## src/rtl/config_loader_pkg.sv

```systemverilog
// Shared constants for the configuration loader: memory word widths,
// words-per-entry, header layout, opcode/mem_sel encodings and FSM states.
package config_loader_pkg;

   localparam int DSIZE_DEF              = 16;
   localparam int STDP_WIN_BIT_WIDTH_DEF = 8;
   localparam int AER_BIT_WIDTH_DEF      = 32;

   // Memory A entry: {LTP_Win, LTD_Win, LTP_LrnRt, LTD_LrnRt, biasLrnMode}
   function automatic int calc_mem_width_a(input int stdp_w, input int dsize);
      return 2*stdp_w + 2*dsize + 1;
   endfunction

   // Memory B entry: {NurnType, RandTh, Th_Mask, RstPot, SpikeAER}
   function automatic int calc_mem_width_b(input int dsize, input int aer_w);
      return 2 + 2*dsize + aer_w;
   endfunction

   // Number of stream words needed to carry one memory entry
   function automatic int calc_wpe(input int mem_w, input int word_w);
      return (mem_w + word_w - 1) / word_w;
   endfunction

   function automatic int max3(input int a, input int b, input int c);
      int m;
      m = (a > b) ? a : b;
      return (m > c) ? m : c;
   endfunction

   localparam int MEM_WIDTH_A = calc_mem_width_a(STDP_WIN_BIT_WIDTH_DEF, DSIZE_DEF);
   localparam int MEM_WIDTH_B = calc_mem_width_b(DSIZE_DEF, AER_BIT_WIDTH_DEF);
   localparam int MEM_WIDTH_C = 1;

   localparam int WPE_A = calc_wpe(MEM_WIDTH_A, AER_BIT_WIDTH_DEF);
   localparam int WPE_B = calc_wpe(MEM_WIDTH_B, AER_BIT_WIDTH_DEF);
   localparam int WPE_C = calc_wpe(MEM_WIDTH_C, AER_BIT_WIDTH_DEF);

   localparam logic [3:0] OPC_WRITE   = 4'h1;
   localparam logic [1:0] MEM_SEL_A   = 2'd0;
   localparam logic [1:0] MEM_SEL_B   = 2'd1;
   localparam logic [1:0] MEM_SEL_C   = 2'd2;
   localparam logic [1:0] MEM_SEL_BAD = 2'd3;

   localparam int HDR_OPC_LSB  = 28;
   localparam int HDR_OPC_W    = 4;
   localparam int HDR_SEL_LSB  = 26;
   localparam int HDR_SEL_W    = 2;
   localparam int HDR_CNT_LSB  = 16;
   localparam int HDR_CNT_W    = 10;
   localparam int HDR_ADDR_LSB = 0;
   localparam int HDR_ADDR_W   = 16;

   localparam logic [2:0] ST_IDLE    = 3'd0;
   localparam logic [2:0] ST_COLLECT = 3'd1;
   localparam logic [2:0] ST_WRITE   = 3'd2;
   localparam logic [2:0] ST_DRAIN   = 3'd3;
   localparam logic [2:0] ST_DONE    = 3'd4;

endpackage

```

## src/rtl/config_loader_if.sv

```systemverilog
// Configuration word stream: valid/ready handshake carrying header and payload words.
interface config_loader_if
   import config_loader_pkg::*;
#(
   parameter int AER_BIT_WIDTH = AER_BIT_WIDTH_DEF
);
   logic [AER_BIT_WIDTH-1:0] cfgWord_i;
   logic                     cfgValid_i;
   logic                     cfgReady_o;

   modport master (output cfgWord_i, output cfgValid_i, input  cfgReady_o);
   modport slave  (input  cfgWord_i, input  cfgValid_i, output cfgReady_o);
endinterface

```

## src/rtl/config_loader_packer.sv

```systemverilog
// Word packer: shifts stream words in from the top and presents the last
// wpe_i words right-aligned, first word in the least significant slot.
module config_word_packer
   import config_loader_pkg::*;
#(
   parameter int WORD_W    = AER_BIT_WIDTH_DEF,
   parameter int MAX_WORDS = 3,
   parameter int CNT_W     = 2
) (
   input  logic                        clk_i,
   input  logic                        rst_n_i,
   input  logic                        clr_i,
   input  logic                        shift_i,
   input  logic [WORD_W-1:0]           word_i,
   input  logic [CNT_W-1:0]            wpe_i,
   output logic [MAX_WORDS*WORD_W-1:0] data_o,
   output logic                        last_o,
   output logic                        full_o
);
   localparam int TOT_W = MAX_WORDS * WORD_W;

   logic [TOT_W-1:0] shreg_q, shreg_d;
   logic [CNT_W-1:0] cnt_q, cnt_d;

   // Next-state: clear restarts the word count; a shift pushes the new word in at the top
   always_comb begin
      shreg_d = shreg_q;
      cnt_d   = cnt_q;
      if (clr_i) begin
         cnt_d = '0;
      end else if (shift_i) begin
         shreg_d = (shreg_q >> WORD_W) | (TOT_W'(word_i) << (TOT_W - WORD_W));
         cnt_d   = cnt_q + CNT_W'(1);
      end
   end

   // Packer state registers; a reset drops any partially collected entry
   always_ff @(posedge clk_i or negedge rst_n_i) begin
      if (!rst_n_i) begin
         shreg_q <= '0;
         cnt_q   <= '0;
      end else begin
         shreg_q <= shreg_d;
         cnt_q   <= cnt_d;
      end
   end

   // Align so that word 0 of the entry lands at bit 0 regardless of entry length
   always_comb begin
      data_o = shreg_q >> ((MAX_WORDS - int'(wpe_i)) * WORD_W);
      last_o = (cnt_q == wpe_i - CNT_W'(1));
      full_o = (cnt_q == wpe_i);
   end

endmodule

```

## src/rtl/config_loader.sv

```systemverilog
// Configuration loader: parses header + payload words from the config stream
// and issues one write per assembled entry into memory A, B or C.
module config_loader
   import config_loader_pkg::*;
#(
   parameter int NUM_NURNS          = 256,
   parameter int NUM_AXONS          = 256,
   parameter int DSIZE              = 16,
   parameter int STDP_WIN_BIT_WIDTH = 8,
   parameter int NURN_CNT_BIT_WIDTH = 8,
   parameter int AXON_CNT_BIT_WIDTH = 8,
   parameter int AER_BIT_WIDTH      = 32,
   localparam int MW_A   = calc_mem_width_a(STDP_WIN_BIT_WIDTH, DSIZE),
   localparam int MW_B   = calc_mem_width_b(DSIZE, AER_BIT_WIDTH),
   localparam int ADDR_W = NURN_CNT_BIT_WIDTH + AXON_CNT_BIT_WIDTH
) (
   input  logic                          clk_i,
   input  logic                          rst_n_i,
   config_loader_if.slave                cfg_if,
   output logic                          wrEn_A_o,
   output logic [NURN_CNT_BIT_WIDTH-1:0] wrAddr_A_o,
   output logic [MW_A-1:0]               wrData_A_o,
   output logic                          wrEn_B_o,
   output logic [NURN_CNT_BIT_WIDTH-1:0] wrAddr_B_o,
   output logic [MW_B-1:0]               wrData_B_o,
   output logic                          wrEn_C_o,
   output logic [ADDR_W-1:0]             wrAddr_C_o,
   output logic [MEM_WIDTH_C-1:0]        wrData_C_o,
   output logic                          busy_o,
   output logic                          done_o,
   output logic                          err_o
);
   localparam int WPE_A_L = calc_wpe(MW_A, AER_BIT_WIDTH);
   localparam int WPE_B_L = calc_wpe(MW_B, AER_BIT_WIDTH);
   localparam int WPE_C_L = calc_wpe(MEM_WIDTH_C, AER_BIT_WIDTH);
   localparam int WPE_MAX = max3(WPE_A_L, WPE_B_L, WPE_C_L);
   localparam int CNT_W   = $clog2(WPE_MAX + 1);
   localparam int DRN_W   = HDR_CNT_W + CNT_W;

   logic [2:0]                     state_q, state_d;
   logic [1:0]                     sel_q, sel_d;
   logic [ADDR_W-1:0]              addr_q, addr_d;
   logic [HDR_CNT_W-1:0]           ent_q, ent_d;
   logic [CNT_W-1:0]               wpe_q, wpe_d;
   logic [DRN_W-1:0]               drain_q, drain_d;

   logic [HDR_OPC_W-1:0]           hdr_opc;
   logic [HDR_SEL_W-1:0]           hdr_sel;
   logic [HDR_CNT_W-1:0]           hdr_cnt;
   logic [HDR_ADDR_W-1:0]          hdr_addr;
   logic [31:0]                    hdr_end, hdr_depth;
   logic                           hdr_fmt_ok, hdr_ok;
   logic [CNT_W-1:0]               hdr_wpe;

   logic                           ready_w, xfer;
   logic                           pk_clr, pk_shift, pk_last, pk_full;
   logic [WPE_MAX*AER_BIT_WIDTH-1:0] pk_data;
   logic                           wr_act;

   config_word_packer #(
      .WORD_W    (AER_BIT_WIDTH),
      .MAX_WORDS (WPE_MAX),
      .CNT_W     (CNT_W)
   ) u_packer (
      .clk_i   (clk_i),
      .rst_n_i (rst_n_i),
      .clr_i   (pk_clr),
      .shift_i (pk_shift),
      .word_i  (cfg_if.cfgWord_i),
      .wpe_i   (wpe_q),
      .data_o  (pk_data),
      .last_o  (pk_last),
      .full_o  (pk_full)
   );

   // Header decode and range check; the 32-bit sum cannot wrap, so overflow is rejected
   always_comb begin
      hdr_opc    = cfg_if.cfgWord_i[HDR_OPC_LSB  +: HDR_OPC_W];
      hdr_sel    = cfg_if.cfgWord_i[HDR_SEL_LSB  +: HDR_SEL_W];
      hdr_cnt    = cfg_if.cfgWord_i[HDR_CNT_LSB  +: HDR_CNT_W];
      hdr_addr   = cfg_if.cfgWord_i[HDR_ADDR_LSB +: HDR_ADDR_W];
      hdr_end    = 32'(hdr_addr) + 32'(hdr_cnt);
      hdr_depth  = (hdr_sel == MEM_SEL_C) ? 32'(NUM_NURNS * NUM_AXONS) : 32'(NUM_NURNS);
      hdr_fmt_ok = (hdr_opc == OPC_WRITE) && (hdr_sel != MEM_SEL_BAD);
      hdr_ok     = hdr_fmt_ok && (hdr_cnt != '0) && (hdr_end <= hdr_depth);
      hdr_wpe    = CNT_W'(1);
      if (hdr_fmt_ok) begin
         case (hdr_sel)
            MEM_SEL_A: hdr_wpe = CNT_W'(WPE_A_L);
            MEM_SEL_B: hdr_wpe = CNT_W'(WPE_B_L);
            default:   hdr_wpe = CNT_W'(WPE_C_L);
         endcase
      end
   end

   // Stream acceptance: never during WRITE/DONE, nor once a drain has run out, nor in reset
   always_comb begin
      ready_w = rst_n_i && ((state_q == ST_IDLE) || (state_q == ST_COLLECT) ||
                            ((state_q == ST_DRAIN) && (drain_q != '0)));
      xfer    = cfg_if.cfgValid_i && ready_w;
   end

   assign cfg_if.cfgReady_o = ready_w;

   // FSM next-state and datapath control
   always_comb begin
      state_d  = state_q;
      sel_d    = sel_q;
      addr_d   = addr_q;
      ent_d    = ent_q;
      wpe_d    = wpe_q;
      drain_d  = drain_q;
      pk_clr   = 1'b0;
      pk_shift = 1'b0;
      case (state_q)
         ST_IDLE: begin
            if (xfer) begin
               pk_clr = 1'b1;
               wpe_d  = hdr_wpe;
               if (hdr_ok) begin
                  state_d = ST_COLLECT;
                  sel_d   = hdr_sel;
                  addr_d  = ADDR_W'(hdr_addr);
                  ent_d   = hdr_cnt;
               end else begin
                  state_d = ST_DRAIN;
                  drain_d = DRN_W'(hdr_cnt) * DRN_W'(hdr_wpe);
               end
            end
         end
         ST_COLLECT: begin
            if (xfer) begin
               pk_shift = 1'b1;
               if (pk_last) state_d = ST_WRITE;
            end
         end
         ST_WRITE: begin
            pk_clr  = 1'b1;
            addr_d  = addr_q + ADDR_W'(1);
            ent_d   = ent_q - HDR_CNT_W'(1);
            state_d = (ent_q == HDR_CNT_W'(1)) ? ST_DONE : ST_COLLECT;
         end
         ST_DRAIN: begin
            if (drain_q == '0) begin
               state_d = ST_IDLE;
            end else if (xfer) begin
               drain_d = drain_q - DRN_W'(1);
            end
         end
         ST_DONE: begin
            state_d = ST_IDLE;
         end
         default: begin
            state_d = ST_IDLE;
         end
      endcase
   end

   // Control and address registers
   always_ff @(posedge clk_i or negedge rst_n_i) begin
      if (!rst_n_i) begin
         state_q <= ST_IDLE;
         sel_q   <= MEM_SEL_A;
         addr_q  <= '0;
         ent_q   <= '0;
         wpe_q   <= '0;
         drain_q <= '0;
      end else begin
         state_q <= state_d;
         sel_q   <= sel_d;
         addr_q  <= addr_d;
         ent_q   <= ent_d;
         wpe_q   <= wpe_d;
         drain_q <= drain_d;
      end
   end

   // Write ports and status, all decoded from registered state
   always_comb begin
      wr_act     = (state_q == ST_WRITE) && pk_full;
      wrEn_A_o   = wr_act && (sel_q == MEM_SEL_A);
      wrEn_B_o   = wr_act && (sel_q == MEM_SEL_B);
      wrEn_C_o   = wr_act && (sel_q == MEM_SEL_C);
      wrAddr_A_o = addr_q[NURN_CNT_BIT_WIDTH-1:0];
      wrAddr_B_o = addr_q[NURN_CNT_BIT_WIDTH-1:0];
      wrAddr_C_o = addr_q;
      wrData_A_o = pk_data[MW_A-1:0];
      wrData_B_o = pk_data[MW_B-1:0];
      wrData_C_o = pk_data[MEM_WIDTH_C-1:0];
      busy_o     = (state_q != ST_IDLE);
      done_o     = (state_q == ST_DONE);
      err_o      = (state_q == ST_DRAIN) && (drain_q == '0);
   end

endmodule
```

## src/flat_wrapper.sv

```systemverilog
// flat-port wrapper written by rule: the top's interface ports become plain ports
module config_loader_flat import config_loader_pkg::*;
#(
   parameter int NUM_NURNS          = 256,
   parameter int NUM_AXONS          = 256,
   parameter int DSIZE              = 16,
   parameter int STDP_WIN_BIT_WIDTH = 8,
   parameter int NURN_CNT_BIT_WIDTH = 8,
   parameter int AXON_CNT_BIT_WIDTH = 8,
   parameter int AER_BIT_WIDTH      = 32,
   localparam int MW_A   = calc_mem_width_a(STDP_WIN_BIT_WIDTH, DSIZE),
   localparam int MW_B   = calc_mem_width_b(DSIZE, AER_BIT_WIDTH),
   localparam int ADDR_W = NURN_CNT_BIT_WIDTH + AXON_CNT_BIT_WIDTH
)
  (clk_i, rst_n_i, wrEn_A_o, wrAddr_A_o, wrData_A_o, wrEn_B_o, wrAddr_B_o, wrData_B_o, wrEn_C_o, wrAddr_C_o, wrData_C_o, busy_o, done_o, err_o, cfg_if_cfgWord_i, cfg_if_cfgValid_i, cfg_if_cfgReady_o);
  config_loader_if #(.AER_BIT_WIDTH(AER_BIT_WIDTH)) cfg_if_i ();
  input  logic clk_i;
  input  logic rst_n_i;
  output logic wrEn_A_o;
  output logic [NURN_CNT_BIT_WIDTH-1:0] wrAddr_A_o;
  output logic [MW_A-1:0] wrData_A_o;
  output logic wrEn_B_o;
  output logic [NURN_CNT_BIT_WIDTH-1:0] wrAddr_B_o;
  output logic [MW_B-1:0] wrData_B_o;
  output logic wrEn_C_o;
  output logic [ADDR_W-1:0] wrAddr_C_o;
  output logic [MEM_WIDTH_C-1:0] wrData_C_o;
  output logic busy_o;
  output logic done_o;
  output logic err_o;
  input wire logic [$bits(cfg_if_i.cfgWord_i)-1:0] cfg_if_cfgWord_i;
  input wire logic [$bits(cfg_if_i.cfgValid_i)-1:0] cfg_if_cfgValid_i;
  output wire logic [$bits(cfg_if_i.cfgReady_o)-1:0] cfg_if_cfgReady_o;
  assign cfg_if_i.cfgWord_i = cfg_if_cfgWord_i;
  assign cfg_if_i.cfgValid_i = cfg_if_cfgValid_i;
  assign cfg_if_cfgReady_o = cfg_if_i.cfgReady_o;
  config_loader #(.NUM_NURNS(NUM_NURNS), .NUM_AXONS(NUM_AXONS), .DSIZE(DSIZE), .STDP_WIN_BIT_WIDTH(STDP_WIN_BIT_WIDTH), .NURN_CNT_BIT_WIDTH(NURN_CNT_BIT_WIDTH), .AXON_CNT_BIT_WIDTH(AXON_CNT_BIT_WIDTH), .AER_BIT_WIDTH(AER_BIT_WIDTH)) u_core (.clk_i(clk_i), .rst_n_i(rst_n_i), .cfg_if(cfg_if_i), .wrEn_A_o(wrEn_A_o), .wrAddr_A_o(wrAddr_A_o), .wrData_A_o(wrData_A_o), .wrEn_B_o(wrEn_B_o), .wrAddr_B_o(wrAddr_B_o), .wrData_B_o(wrData_B_o), .wrEn_C_o(wrEn_C_o), .wrAddr_C_o(wrAddr_C_o), .wrData_C_o(wrData_C_o), .busy_o(busy_o), .done_o(done_o), .err_o(err_o));
endmodule
```

## config.mk

```make
export PLATFORM = sky130hd
export DESIGN_NAME = config_loader_flat
export DESIGN_NICKNAME = d
export VERILOG_FILES = /design/src/rtl/config_loader_pkg.sv /design/src/rtl/config_loader_if.sv /design/src/rtl/config_loader_packer.sv /design/src/rtl/config_loader.sv /design/src/flat_wrapper.sv
export SDC_FILE = /design/constraint.sdc
export NUM_CORES = 1
export LEC_CHECK = 0
export CAP_MARGIN = 40
export CORE_MARGIN = 2
export CORE_UTILIZATION = 53
export CTS_CLUSTER_DIAMETER = 80
export DETAILED_ROUTE_END_ITERATION = 6
export MAX_ROUTING_LAYER = met4
export PLACE_DENSITY = 0.82
export SLEW_MARGIN = 20
export SYNTH_ARGS = -nofsm -noshare
export SYNTH_HDL_FRONTEND = slang
export SYNTH_SLANG_ARGS = --single-unit
```

## constraint.sdc

```tcl
create_clock -name clk_i -period 3 [get_ports clk_i]
set_input_delay 0.6 -clock clk_i [delete_from_list [all_inputs] [get_ports clk_i]]
set_output_delay 0.6 -clock clk_i [all_outputs]
set_load 0.01 [all_outputs]
```

### Yosys cells after proc, flatten, opt, wreduce, memory -nomap -nowiden

Cells that the tools add are included.

| storage, ports and cells | value |
|---|---|
| register bits | 143 |
| input bits | 35 |
| output and inout port bits | 155 |
| word-level logic and storage cells | 96 |

| operators by class | value |
|---|---|
| add/subtract/negate cells | 7 |
| $mul | 1 |
| $lt $le $gt $ge | 1 |
| equal/unequal tests | 21 |
| shift-type cells | 1 |
| mux-type cells | 26 |
| bitwise operators | 2 |
| reductions and logical operators | 29 |

Operators by type and width:

| kind | number |
|---|---|
| 64-bit by 96-bit OR with 96-bit output | 1 |
| 96-bit by 32-bit >> shifter with 66-bit output | 1 |
| 12-bit two-way mux | 4 |
| 32-bit less-or-equal comparator | 1 |
| 16-bit two-way mux | 2 |
| 16-bit case mux with 2 select lines | 1 |
| 12-bit case mux with 2 select lines | 1 |
| 10-bit two-way mux | 2 |
| 10-bit case mux with 2 select lines | 1 |
| 16-bit by 10-bit adder with 17-bit output | 1 |
| 17-bit two-way mux | 1 |
| 16-bit by 1-bit adder with 16-bit output (second input constant) | 1 |
| 3-bit two-way mux | 5 |
| 12-bit zero test | 1 |
| 10-bit by 2-bit multiplier with 12-bit output | 1 |
| 3-bit case mux with 4 select lines | 1 |
| 12-bit nonzero test | 1 |
| 12-bit by 1-bit subtractor with 12-bit output (second input constant) | 1 |
| 1-bit logical AND | 11 |
| 10-bit by 1-bit equality test with 1-bit output (second input constant) | 1 |
| 2-bit by 1-bit inequality test with 1-bit output (second input constant) | 5 |
| 10-bit nonzero test | 1 |
| 10-bit by 1-bit subtractor with 10-bit output (second input constant) | 1 |
| 2-bit two-way mux | 4 |
| 24 further kinds | 38 |

### Logic depth before layout (Yosys ltp)

| logic depth | value |
|---|---|
| depth in word-level cells | 9 |
| depth in mapped cells | 18 |
| depth with buffers taken out | 17 |

### Modules after synthesis

A second synthesis with hierarchy kept.

| second synthesis, totals | value |
|---|---|
| cell total of the unflattened synthesis | 958 |
| area total of the unflattened synthesis | 9713.1 um^2 |

Modules (own cells, without submodules):

| module | instances | cells each | area each (um^2) | sequential area each (um^2) |
|---|---|---|---|---|
| config_word_packer | 1 | 403 | 5377.7 | 2452.4 |
| config_loader | 1 | 555 | 4335.4 | 1126.1 |

### Worst setup path after synthesis

Ideal clock, no wire load.

| timing path | value |
|---|---|
| path type | input to register |
| start | input cfg_if_cfgWord_i[0] |
| end | register u_core.sel_q[1] |
| setup time | 125 ps |
| arrival time | 3839 ps |
| required time | 2875 ps |
| setup slack | -964 ps |
| cell stages on the path | 17 |
| buffers on the path | 1 |
| path through | ha_1 -> fa_1 -> a21oi_1 -> o21a_1 -> o21ai_1 -> and2_1 -> and3_1 -> ha_1 -> nand2_1 -> nor3_1 -> nand3_1 -> a2111oi_0 -> o21a_1 -> nand2_4 -> nor2_8 -> buf_2 -> mux2_2 |

| between the ends | value |
|---|---|
| cells in the longest elaborated chain, start to end | 4 |

RTL lines:

| item | RTL line | text |
|---|---|---|
| start: declaration | flat_wrapper.sv:31 | `input wire logic [$bits(cfg_if_i.cfgWord_i)-1:0] cfg_if_cfgWord_i;` |
| 16-bit by 10-bit adder with 17-bit output | config_loader.sv:82 | `hdr_end = 32'(hdr_addr) + 32'(hdr_cnt);` |
| 32-bit less-or-equal comparator | config_loader.sv:85 | `hdr_ok = hdr_fmt_ok && (hdr_cnt != '0) && (hdr_end <= hdr_depth);` |
| 1-bit logical AND | config_loader.sv:85 |  |
| 3-bit AND reduction (no line) | -- |  |
| end signal: assignment | config_loader.sv:170 | `sel_q <= sel_d;` |
| end: declaration | config_loader.sv:41 | `logic [1:0] sel_q, sel_d;` |

Every way passes these cells.
A chain may end at the register's enable or synchronous reset.

### Worst setup path after layout

| timing path | value |
|---|---|
| start | input cfg_if_cfgWord_i[4] |
| end | register u_core.drain_q[7] |

| between the ends | value |
|---|---|
| cells in the longest elaborated chain, start to end | 5 |

RTL lines:

| item | RTL line | text |
|---|---|---|
| 16-bit by 10-bit adder with 17-bit output | config_loader.sv:82 |  |
| 32-bit less-or-equal comparator | config_loader.sv:85 |  |
| 1-bit logical AND | config_loader.sv:85 |  |
| 2-bit inequality test (no line) | -- |  |
| 5-bit AND reduction (no line) | -- |  |
| end signal: assignment | config_loader.sv:174 | `drain_q <= drain_d;` |
| end: declaration | config_loader.sv:45 | `logic [DRN_W-1:0] drain_q, drain_d;` |

Every way passes these cells.

==> impl_metrics.env <==
export IMPL_finalCritPeriodShare=1.204
export IMPL_mostFrequentLayoutCell="clkdlybuf4s50_1"
export IMPL_finalClockSkew_ns=0.01047
export IMPL_grt_max_degree=131
export IMPL_cp_arrival_ns=3.95
export IMPL_antenna_cells=0
export IMPL_die_area_mm2=0.01895
export IMPL_clockRootBuffer="clkbuf_16"
export IMPL_crit_type="in -> reg"
export IMPL_numCtsBuffers=17
export IMPL_h_tree_depth=4
export IMPL_path_max_fanout=6
export IMPL_ys_warn_count=0
export IMPL_yosysTopAreaCellShare=0.3779
export IMPL_n_fill_cell=1101
export IMPL_core_mm2=0.01736
export IMPL_drive_gt1_frac=0.3336
export IMPL_hpwl_um=18120
export IMPL_final_cell_mix="163 x clkdlybuf4s50_1, 141 x dfrtp_1, 126 x mux2_2"
export IMPL_finalMaxSlewViolations=0
export IMPL_wl_um=29300
export IMPL_synth_top_area_cell="dfrtp_1"
export IMPL_ys_flop_type="dfrtp_1"
export IMPL_leakagePower_nw=5.680
export IMPL_grt_pass1_vias=8030
export IMPL_syn_cell_area_mm2=0.009469
export IMPL_yosysUniqueCellTypes=63
export IMPL_grt_remaining_overflow=0
export IMPL_placementRows=48
export IMPL_drtIter0Drc=808
export IMPL_drt_vias_per_instance=6.129
export IMPL_synthCells=946
export IMPL_max_slew_margin=0.5133
export IMPL_port_buffer_count=189
export IMPL_grt_total_usage=0.2978
export IMPL_area_growth_syn_to_layout_pct=39.11
export IMPL_yosysSeqAreaShare=0.3779
export IMPL_clock_sinks=143
export IMPL_cp_top_family="compound AO/OA/AOI/OAI gates"
export IMPL_cp_common_cell="buf_6"
export IMPL_hold_path_class="in -> async"
export IMPL_setup_slack_ns=-0.6125
export IMPL_fin_cells=1409
export IMPL_die_w_um=137.7
export IMPL_synth_edff_count=0
export IMPL_dp_cells=1345
export IMPL_start_util=0.5456
export IMPL_ir_worst_vdd_mv=0.5740
export IMPL_fin_nets=1237
export IMPL_clk_latency_ns=0.43
export IMPL_grt_antenna_before_repair=0
export IMPL_rsz0062_at_grt="true"
export IMPL_path_cells="clkdlybuf4s15_1 -> ha_4 -> a211oi_4 -> buf_4 -> o211ai_1 -> a31oi_2 -> xor2_1 -> ha_1 -> nand2_2 -> nor3_2 -> nand3_1 -> a2111oi_2 -> o21a_2 -> buf_6 -> o22ai_4 -> a41oi_2 -> buf_6 -> clkbuf_16 -> o21ai_2 -> o21ai_1"
export IMPL_yosys_top_cells_area="dfrtp_1 38%, mux2_2 15%, buf_4 5.2%"
export IMPL_power_density_mw_per_mm2=849.6
export IMPL_max_stage_delay_ns=0.31
export IMPL_crit_slowest_cell="ha_4"
export IMPL_fin_crit_ns=3.612
export IMPL_yosys_register_bits=143
export IMPL_avgSynthCellArea_um2=10.01
export IMPL_wire_per_inst_um=20.79
export IMPL_cts_tree="built"
export IMPL_gp_congestion=0.9202
export IMPL_die_y_um=137.7
export IMPL_cp_start_kind="input pin"
export IMPL_drv_cap=0
export IMPL_post_route_drc_count=0
export IMPL_post_place_ws_ns=-1.445
export IMPL_tightest_slew_ns=0.7301
export IMPL_hold_viol_final=0
export IMPL_required_ns=3.34
export IMPL_vias=8636
export IMPL_clock_path_buffers=2
export IMPL_drtAntennaViolNets=0
export IMPL_io_pins=190
export IMPL_setup_violations=41
export IMPL_fmax_mhz=276.8
export IMPL_synthesis_nets=1008
export IMPL_clk_pin_slew_ns=0.06
export IMPL_async_flop_share=1.000
export IMPL_path_buf_inv=5
export IMPL_first_pass_iters=5
export IMPL_endpoint_kind="register"
export IMPL_status="finished with violations"
export IMPL_violations="setup timing"
export IMPL_grt_pass1_wl_um=42260
[timing repair]
item	CTS	global route
gates resized for setup	95	59
hold buffers	0	0
setup endpoints to repair	46	45
setup buffers	33	9
gates cloned	1	4
pin swaps	38	31
[where the power goes]
part           internal (W)  total, W  switching [W]
registers           0.00278   0.00367       0.000892
clock network       0.00127   0.00209       0.000819
logic               0.00306   0.00543        0.00237
[through the flow]
stage	total power (W)	utilization	hold slack, ns	cell area (um2)	TNS (ns)
after floorplan	0.006777	-	0.3044	9547	-22.33
after global placement	0.008286	0.6832	0.4585	11860	-51.65
after detailed placement	0.008505	0.6832	0.4606	11860	-54.14
after CTS	0.01078	0.7408	0.01383	12860	-22.62
after global routing	0.01178	0.7589	0.01502	13170	-27.97
final	0.01119	0.7589	0.02043	13170	-22.50
[final timing paths]
kind | to | startpoint | depth (start not counted) | slack [ns]
max | u_core.drain_q[7] | cfg_if_cfgWord_i[4] | 20 | -0.61
min | u_core.drain_q[2] | rst_n_i | 1 | 0.02
max reg2reg | u_core.drain_q[11] | u_core.drain_q[0] | 20 | -0.09
min reg2reg | u_core.u_packer.shreg_q[1] | u_core.u_packer.shreg_q[1] | 1 | 0.50
max in group asynchronous | u_core.wpe_q[0] | rst_n_i | 2 | 1.97
min in group clk_i | u_core.u_packer.shreg_q[1] | u_core.u_packer.shreg_q[1] | 1 | 0.50
[sequential cells by signal, indices dropped and copies added, names as in the netlist]
register,cells
u_core.wpe_q,2
u_core.drain_q,12
u_core.state_q,3
u_core.u_packer.cnt_q,2
u_core.ent_q,10
u_core.u_packer.shreg_q,96
u_core.sel_q,2
u_core.wrAddr_C_o,16
[metal layers]
metal / GRT usage / vias up / share of wire
met3: 0.05997 / 112 / 0.084
li1: - / 3833 / -
met2: 0.4469 / 502 / 0.47
met1: 0.3963 / 4189 / 0.40
met5: - / - / 0
met4: 0.1214 / 0 / 0.042
[cell type report]
class	count	area, um2	share of cell area
clock buffer	23	478.0	0.03628
clock inverter	5	83.83	0.006364
inverter	23	86.33	0.006554
multi-input combinational	657	5503	0.4177
sequential	143	3583	0.2720
tap	225	281.5	0.02137
timing repair buffer	333	3157	0.2396
[cell families (layout without fill, tap and decap cells)]
kind of cell / Yosys count / in the layout / synth area share
AND/OR/NAND/NOR: 254 / 255 / 0.1423
multiplexers: 163 / 163 / 0.1892
XOR/XNOR: 18 / 18 / 0.01665
flip-flops: 143 / 143 / 0.3779
AO/OA/AOI/OAI: 194 / 194 / 0.1481
buffers and inverters: 147 / 384 / 0.08853
adder cells (fa/ha/maj): 27 / 27 / 0.03726
[Yosys cell counts, drive strengths merged (2+ instances only)]
cell	count
nor4	12
or4	3
buf	80
clkbuf	44
mux2	128
ha	25
fa	2
and3	8
a2111oi	2
a211oi	8
a22oi	4
a21oi	28
nand3	18
o21a	6
nand3b	3
a211o	4
inv	23
o211ai	8
a41oi	2
nor2	47
a221o	14
mux2i	35
a22o	31
a31oi	8
or3	5
a21boi	3
nor3	25
o31ai	4
nand2	52
nor4b	2
a311oi	3
a21o	7
xnor2	5
and2	14
nor3b	7
xor2	13
nand2b	9
nor2b	44
o21ai	52
o211a	2
o41a	2
a221oi	4
dfrtp	143
nand4	4
Power figures use the tool's default switching activity.
